===== config.mk =====
export PLATFORM = sky130hd
export DESIGN_NAME = sipo_deserializer
export DESIGN_NICKNAME = d
export VERILOG_FILES = /design/src/rtl/sipo_deserializer.sv
export SDC_FILE = /design/constraint.sdc
export NUM_CORES = 1
export LEC_CHECK = 0
export ABC_CLOCK_PERIOD_IN_PS = 4100
export CAP_MARGIN = 10
export CORE_AREA = 2 2 51 53
export DETAILED_ROUTE_END_ITERATION = 10
export DIE_AREA = 0 0 53 55
export PLACE_DENSITY_LB_ADDON = 0.3
export SKIP_CTS_REPAIR_TIMING = 1
export SLEW_MARGIN = 0
export SYNTH_ARGS = -nofsm -noshare
export SYNTH_HDL_FRONTEND = slang
export SYNTH_SLANG_ARGS = --single-unit

===== constraint.sdc =====
create_clock -name clk -period 4.1 [get_ports clk]
set_input_delay 0.82 -clock clk [delete_from_list [all_inputs] [get_ports clk]]
set_output_delay 0.82 -clock clk [all_outputs]
set_load 0.01 [all_outputs]

===== src/rtl/sipo_deserializer.sv =====
// Serial-in parallel-out front end with a shift stage and an output holding stage.
// Words leave on a valid/ready port; a completed word can wait in the shift stage.
module sipo_deserializer #(
  parameter int WIDTH     = 4,
  parameter bit MSB_FIRST = 1'b1,
  localparam int CW       = $clog2(WIDTH + 1)
) (
  input  logic             clk,
  input  logic             rst,
  input  logic             sin,
  input  logic             sin_valid,
  output logic             sin_ready,
  input  logic             sync,
  output logic [WIDTH-1:0] pout,
  output logic             pout_valid,
  input  logic             pout_ready,
  output logic [CW-1:0]    bit_cnt
);

  localparam logic [CW-1:0] FULL = CW'(WIDTH);
  localparam logic [CW-1:0] LAST = CW'(WIDTH - 1);

  logic [WIDTH-1:0] shreg;
  logic [WIDTH-1:0] shreg_n;
  logic [WIDTH-1:0] pout_n;
  logic             pout_valid_n;
  logic [CW-1:0]    bit_cnt_n;

  logic [WIDTH-1:0] base;
  logic [CW-1:0]    cbase;
  logic [WIDTH-1:0] shifted;
  logic             acc;
  logic             slot_free;

  assign sin_ready = (bit_cnt != FULL);
  assign acc       = sin_valid && sin_ready;
  assign slot_free = !pout_valid || pout_ready;

  always_comb begin
    shreg_n      = shreg;
    pout_n       = pout;
    pout_valid_n = pout_valid;
    bit_cnt_n    = bit_cnt;
    // sync restarts alignment from an empty shift stage
    base    = sync ? '0 : shreg;
    cbase   = sync ? '0 : bit_cnt;
    shifted = MSB_FIRST ? {base[WIDTH-2:0], sin}
                        : {sin, base[WIDTH-1:1]};

    if (pout_valid && pout_ready)
      pout_valid_n = 1'b0;

    if (bit_cnt == FULL) begin
      if (slot_free) begin
        pout_n       = shreg;
        pout_valid_n = 1'b1;
        bit_cnt_n    = '0;
      end
    end else begin
      if (sync) begin
        shreg_n   = '0;
        bit_cnt_n = '0;
      end
      if (acc) begin
        shreg_n = shifted;
        if (cbase == LAST) begin
          if (slot_free) begin
            pout_n       = shifted;
            pout_valid_n = 1'b1;
            bit_cnt_n    = '0;
          end else begin
            bit_cnt_n = FULL;
          end
        end else begin
          bit_cnt_n = cbase + 1'b1;
        end
      end
    end
  end

  always_ff @(posedge clk) begin
    if (rst) begin
      shreg      <= '0;
      pout       <= '0;
      pout_valid <= 1'b0;
      bit_cnt    <= '0;
    end else begin
      shreg      <= shreg_n;
      pout       <= pout_n;
      pout_valid <= pout_valid_n;
      bit_cnt    <= bit_cnt_n;
    end
  end

endmodule


After elaboration in Yosys (flattened, before gate mapping) --
Index checks and enable logic that the tools add are counted.
Operators by class: add/subtract/negate cells 1, equal/unequal tests 5, mux-type cells 18, bitwise gates (word level) 1, reduce and logical (&&, ||, !) cells 9
Operators by type and width (count):
- 2-to-1 mux 4 bit | 7
- 2-to-1 mux 3 bit | 6
- nonzero test 2 bit | 3
- 2-to-1 mux 1 bit | 5
- != test 2 bit, second input constant | 2
- AND reduction 4 bit | 1
- adder 3 x 1 -> 3 bit, second input constant | 1
- equality test 3 x 2 -> 1 bit, second input constant | 1
- equality test 3 bit, second input constant | 1
- != test 3 bit, second input constant | 1
- logical AND 1 bit | 2
- AND reduction 2 bit | 1
- logical NOT 1 bit | 1
- logical OR 1 bit | 1
- NOT 1 bit | 1
Word-level totals: register bits after elaboration 12, input port bits 6, output and inout port bits 9, logic and storage cells 39

Depth between registers and ports, before layout --
depth in word-level cells 6, depth in mapped cells 6, mapped depth without buffers 6

Least setup slack after synthesis --
No wires, ideal clock.
kind input-to-reg, start point in sync, end point reg pout[0], library setup time 0.137 ns, arrival 1.719 ns, data required time 3.963 ns, slack 2.243 ns, stages on the path 6, buffers on the path 0, path through nor2b_1 > ha_1 > nand2_1 > o21ai_4 > and2_2 > a211oi_2
On the way: cells in the longest elaborated chain, start to end 4, elaborated cells on any way between the ends 5, classes of those cells eq/ne (2); mux (1); reduce/logical (2)
RTL lines:
- from (decl) | line 13 | input logic sync,
- 2-to-1 mux 3 bit *
- equality test 3 x 2 -> 1 bit * | line 66 | if (cbase == LAST) begin
- != test 2 bit (no source line) or nonzero test 2 bit (tied branches)
- AND reduction 4 bit (no source line) *
- to (signal assigned) | line 89 | pout <= pout_n;
- to (decl) | line 14 | output logic [WIDTH-1:0] pout,
Every way passes the cells marked *; elsewhere a longest branch is shown, timed or not. A chain may end at the register's enable or synchronous reset.

Final worst setup path --
start point reg bit_cnt[2], end point out sin_ready
On the way: cells in the longest elaborated chain, start to end 1
RTL lines:
- from (decl) | line 17 | output logic [CW-1:0] bit_cnt
- from (signal assigned) | line 91 | bit_cnt <= bit_cnt_n;
- != test 3 bit | line 35 | assign sin_ready = (bit_cnt != FULL);
- to (decl) | line 12 | output logic sin_ready,
No other way between the ends.

==> key figures <==
Global route
  • Pin count of the biggest net entering global routing: 13
  • GRT Resource Usage Total: 9.90%
  • Grt ovf: 0
  • Vias in the first global route: 477
  • First-pass GRT wire length: 2000 µm
  • Antenna violations before repair: 0

Clocking
  • CTS tree: built
  • H-tree levels: 1
  • Root buf cell: clkbuf_4
  • CTS Buffer Depth: 2
  • Sinks on Clock Net: 12
  • Worst-Skew Late Latency: 0.27 ns
  • CTS Buf Count: 3
  • Clk pin slew, worst setup/hold paths: 0.07 ns

Floorplan
  • # IOs: 15
  • Row cnt: 18
  • Placeable Area: 2360 µm²
  • DIE HEIGHT: 55 µm
  • Initial Utilization: 24.3%
  • Die W: 53 µm
  • Die ar.: 2920 µm²

Yosys
  • Synth Instances: 58
  • Cell Area, Synth: 576 µm²
  • Distinct cells, synth: 23
  • Syn_area_per_cell: 9.92 µm²
  • Net Count, Synth: 65
  • Multiplexer area fraction after synthesis: 3.48%
  • Largest family of logic cells by synthesized area: compound AO/OA/AOI/OAI gates
  • Compound-cell area share of the yosys netlist: 27.6%
  • #FFs+latches synth: 12
  • Register area share after synthesis: 41.7%
  • Adder-cell area share of the yosys netlist: 2.17%
  • Synth Area in XOR/XNOR: 1.52%
  • Synth Area in Simple Gates: 21.7%
  • Synth warn: 0

Route
  • DRC: 0
  • First drt pass iteration count: 3
  • WL/cell: 11.2 µm
  • Final wirelength: 1180 µm
  • 1st-iter DRT viols: 3
  • Vias: 482
  • Post-route ant nets: 0
  • Via/cell ratio: 4.59

Critical path
  • Crit path DAT: 1.66 ns
  • WP data required: 3.28 ns
  • Critical path class: reg2out
  • CP startpoint kind: flop
  • Slowest stage cell on the critical path: clkdlybuf4s50_1
  • CP cell instances: nor3b_4 -> inv_4 -> clkdlybuf4s50_1
  • CP peak stage delay: 0.50 ns
  • CP Max Fanout: 9
  • CP Capture Type: primary output

Pwr
  • Pleak: 0.269 nW
  • Pwr dens: 296 nW/µm²
  • VDD IR-drop max: 0.0991 mV

Timing
  • Clk_skew: 0.00251 ns
  • Final worst path period share: 60.4%
  • Setup tns final: 0 ns
  • Worst-Margin Slew: 0.500 ns
  • Min Tclk post-route: 2.48 ns
  • Hold Vio Cnt, Final: 0
  • Final setup viols: 0
  • RSZ-0062 raised after global routing: false
  • F_max: 0.404 GHz
  • Fin. max-slew vios: 0
  • Worst slew margin: 66.6%

Placement
  • PortBufs: 14
  • Final GP Congestion: 0.677
  • Detailed Place HPWL: 900 µm

Cells and area
  • Syn-to-layout area delta: 36.5%
  • Layout cells sized above 1: 17.3%
  • Fillers: 247
  • ANT cells: 0
  • Multi-input logic area: 325 µm²
  • Fin util: 33.2%
  • Nets: 83
  • Storage cell area: 240 µm²

Outcome
  • Result of the run: finished, final reports clean

Hold path
  • Type of the most critical hold path: reg2reg

Job
  • Max Cap Viol: 0
-- final timing paths --
check | cells after the start | slack (ns) | endpoint | start
worst max-delay path | 3 | 1.62 | sin_ready | bit_cnt[2]
worst min-delay path | 2 | 0.52 | shreg[3] | shreg[3]
worst max register to register | 6 | 2.48 | pout[0] | bit_cnt[0]
worst min register to register | 2 | 0.52 | shreg[3] | shreg[3]
-- sequential cells by signal, indices dropped and copies added, names as in the netlist --
signal	flops
pout_valid	1
pout	4
shreg	4
bit_cnt	3
-- cell usage after synthesis (all sizes together) --
library cell | number | area, µm²
o21a | 1 | 7.51
nand2 | 2 | 7.51
o21ai | 3 | 30.0
a21oi | 8 | 40.0
nor3 | 2 | 10.0
nand3 | 1 | 5.00
clkbuf | 1 | 3.75
nor3b | 5 | 48.8
a32oi | 1 | 8.76
ha | 1 | 12.5
a22oi | 3 | 22.5
and2 | 1 | 7.51
a211oi | 4 | 50.1
mux2i | 2 | 20.0
inv | 1 | 6.26
nor2 | 4 | 15.0
dfxtp | 12 | 240
nor2b | 4 | 25.0
nand2b | 1 | 6.26
xor2 | 1 | 8.76
-- layout make-up --
type,instances,area share (%)
Tap cell,30,4.78
Sequential cell,12,30.6
Timing Repair Buffer,14,17.8
Multi-Input combinational cell,44,41.4
Inverter,1,0.796
Clock buffer,4,4.62
-- worst max-delay path: cells and delay by family (launching register included) --
family                 cells  cell delay (ns)
buffers and inverters      2             0.62
flip-flops                 1             0.35
AND/OR/NAND/NOR            1             0.41
-- report_power, final --
part,internal [mW],total [mW],switching [mW],leakage (nW)
combinational,0.00982,0.0188,0.00896,0.151
sequential,0.118,0.120,0.00198,0.0972
clock,0.0540,0.0939,0.0399,0.0210
-- through the flow --
| stage | instances | setup slack (ns) | hold WS [ns] | power (mW) | cell area (µm²) |
|---|---|---|---|---|---|
| detailed placement | 101 | 1.48 | 0.506 | 0.142 | 749 |
| global route | 105 | 1.53 | 0.571 | 0.245 | 786 |
| floorplan | 58 | 2.24 | 0.479 | 0.131 | 576 |
| finish | 105 | 1.62 | 0.521 | 0.233 | 786 |
| global placement | 101 | 1.54 | 0.508 | 0.142 | 749 |
| CTS | 105 | 1.59 | 0.526 | 0.240 | 786 |
-- kinds of logic (layout without fill, tap and decap cells) --
| kind of cell | after synthesis | after routing |
|---|---|---|
| AO/OA/AOI/OAI | 20 | 20 |
| AND/OR/NAND/NOR | 20 | 20 |
| flip-flops | 12 | 12 |
| multiplexers | 2 | 2 |
| buffers and inverters | 2 | 19 |
| adder cells (fa/ha/maj) | 1 | 1 |
| XOR/XNOR | 1 | 1 |
-- layer usage --
metal / share of wire, % / GRT usage (%) / up-vias
li1: - / - / 252
met3: 3.5 / 2.42 / 3
met2: 47 / 16.5 / 11
met4: 2.7 / 7.69 / 0
met1: 47 / 10.9 / 216
met5: 0 / 0 / -
-- cell usage in the layout (no fill, tap or decap) --
master           count
a211oi_2             4
a21oi_1              8
a22oi_1              3
a32oi_1              1
and2_2               1
clkbuf_4             3
clkbuf_8             1
clkdlybuf4s50_1     14
dfxtp_1             12
ha_1                 1
inv_4                1
mux2i_1              2
nand2_1              2
nand2b_1             1
nand3_1              1
nor2_1               4
nor2b_1              4
nor3_1               2
nor3b_1              4
nor3b_4              1
o21a_1               1
o21ai_1              1
o21ai_2              1
o21ai_4              1
xor2_1               1
Power figures use the tool's default switching activity.
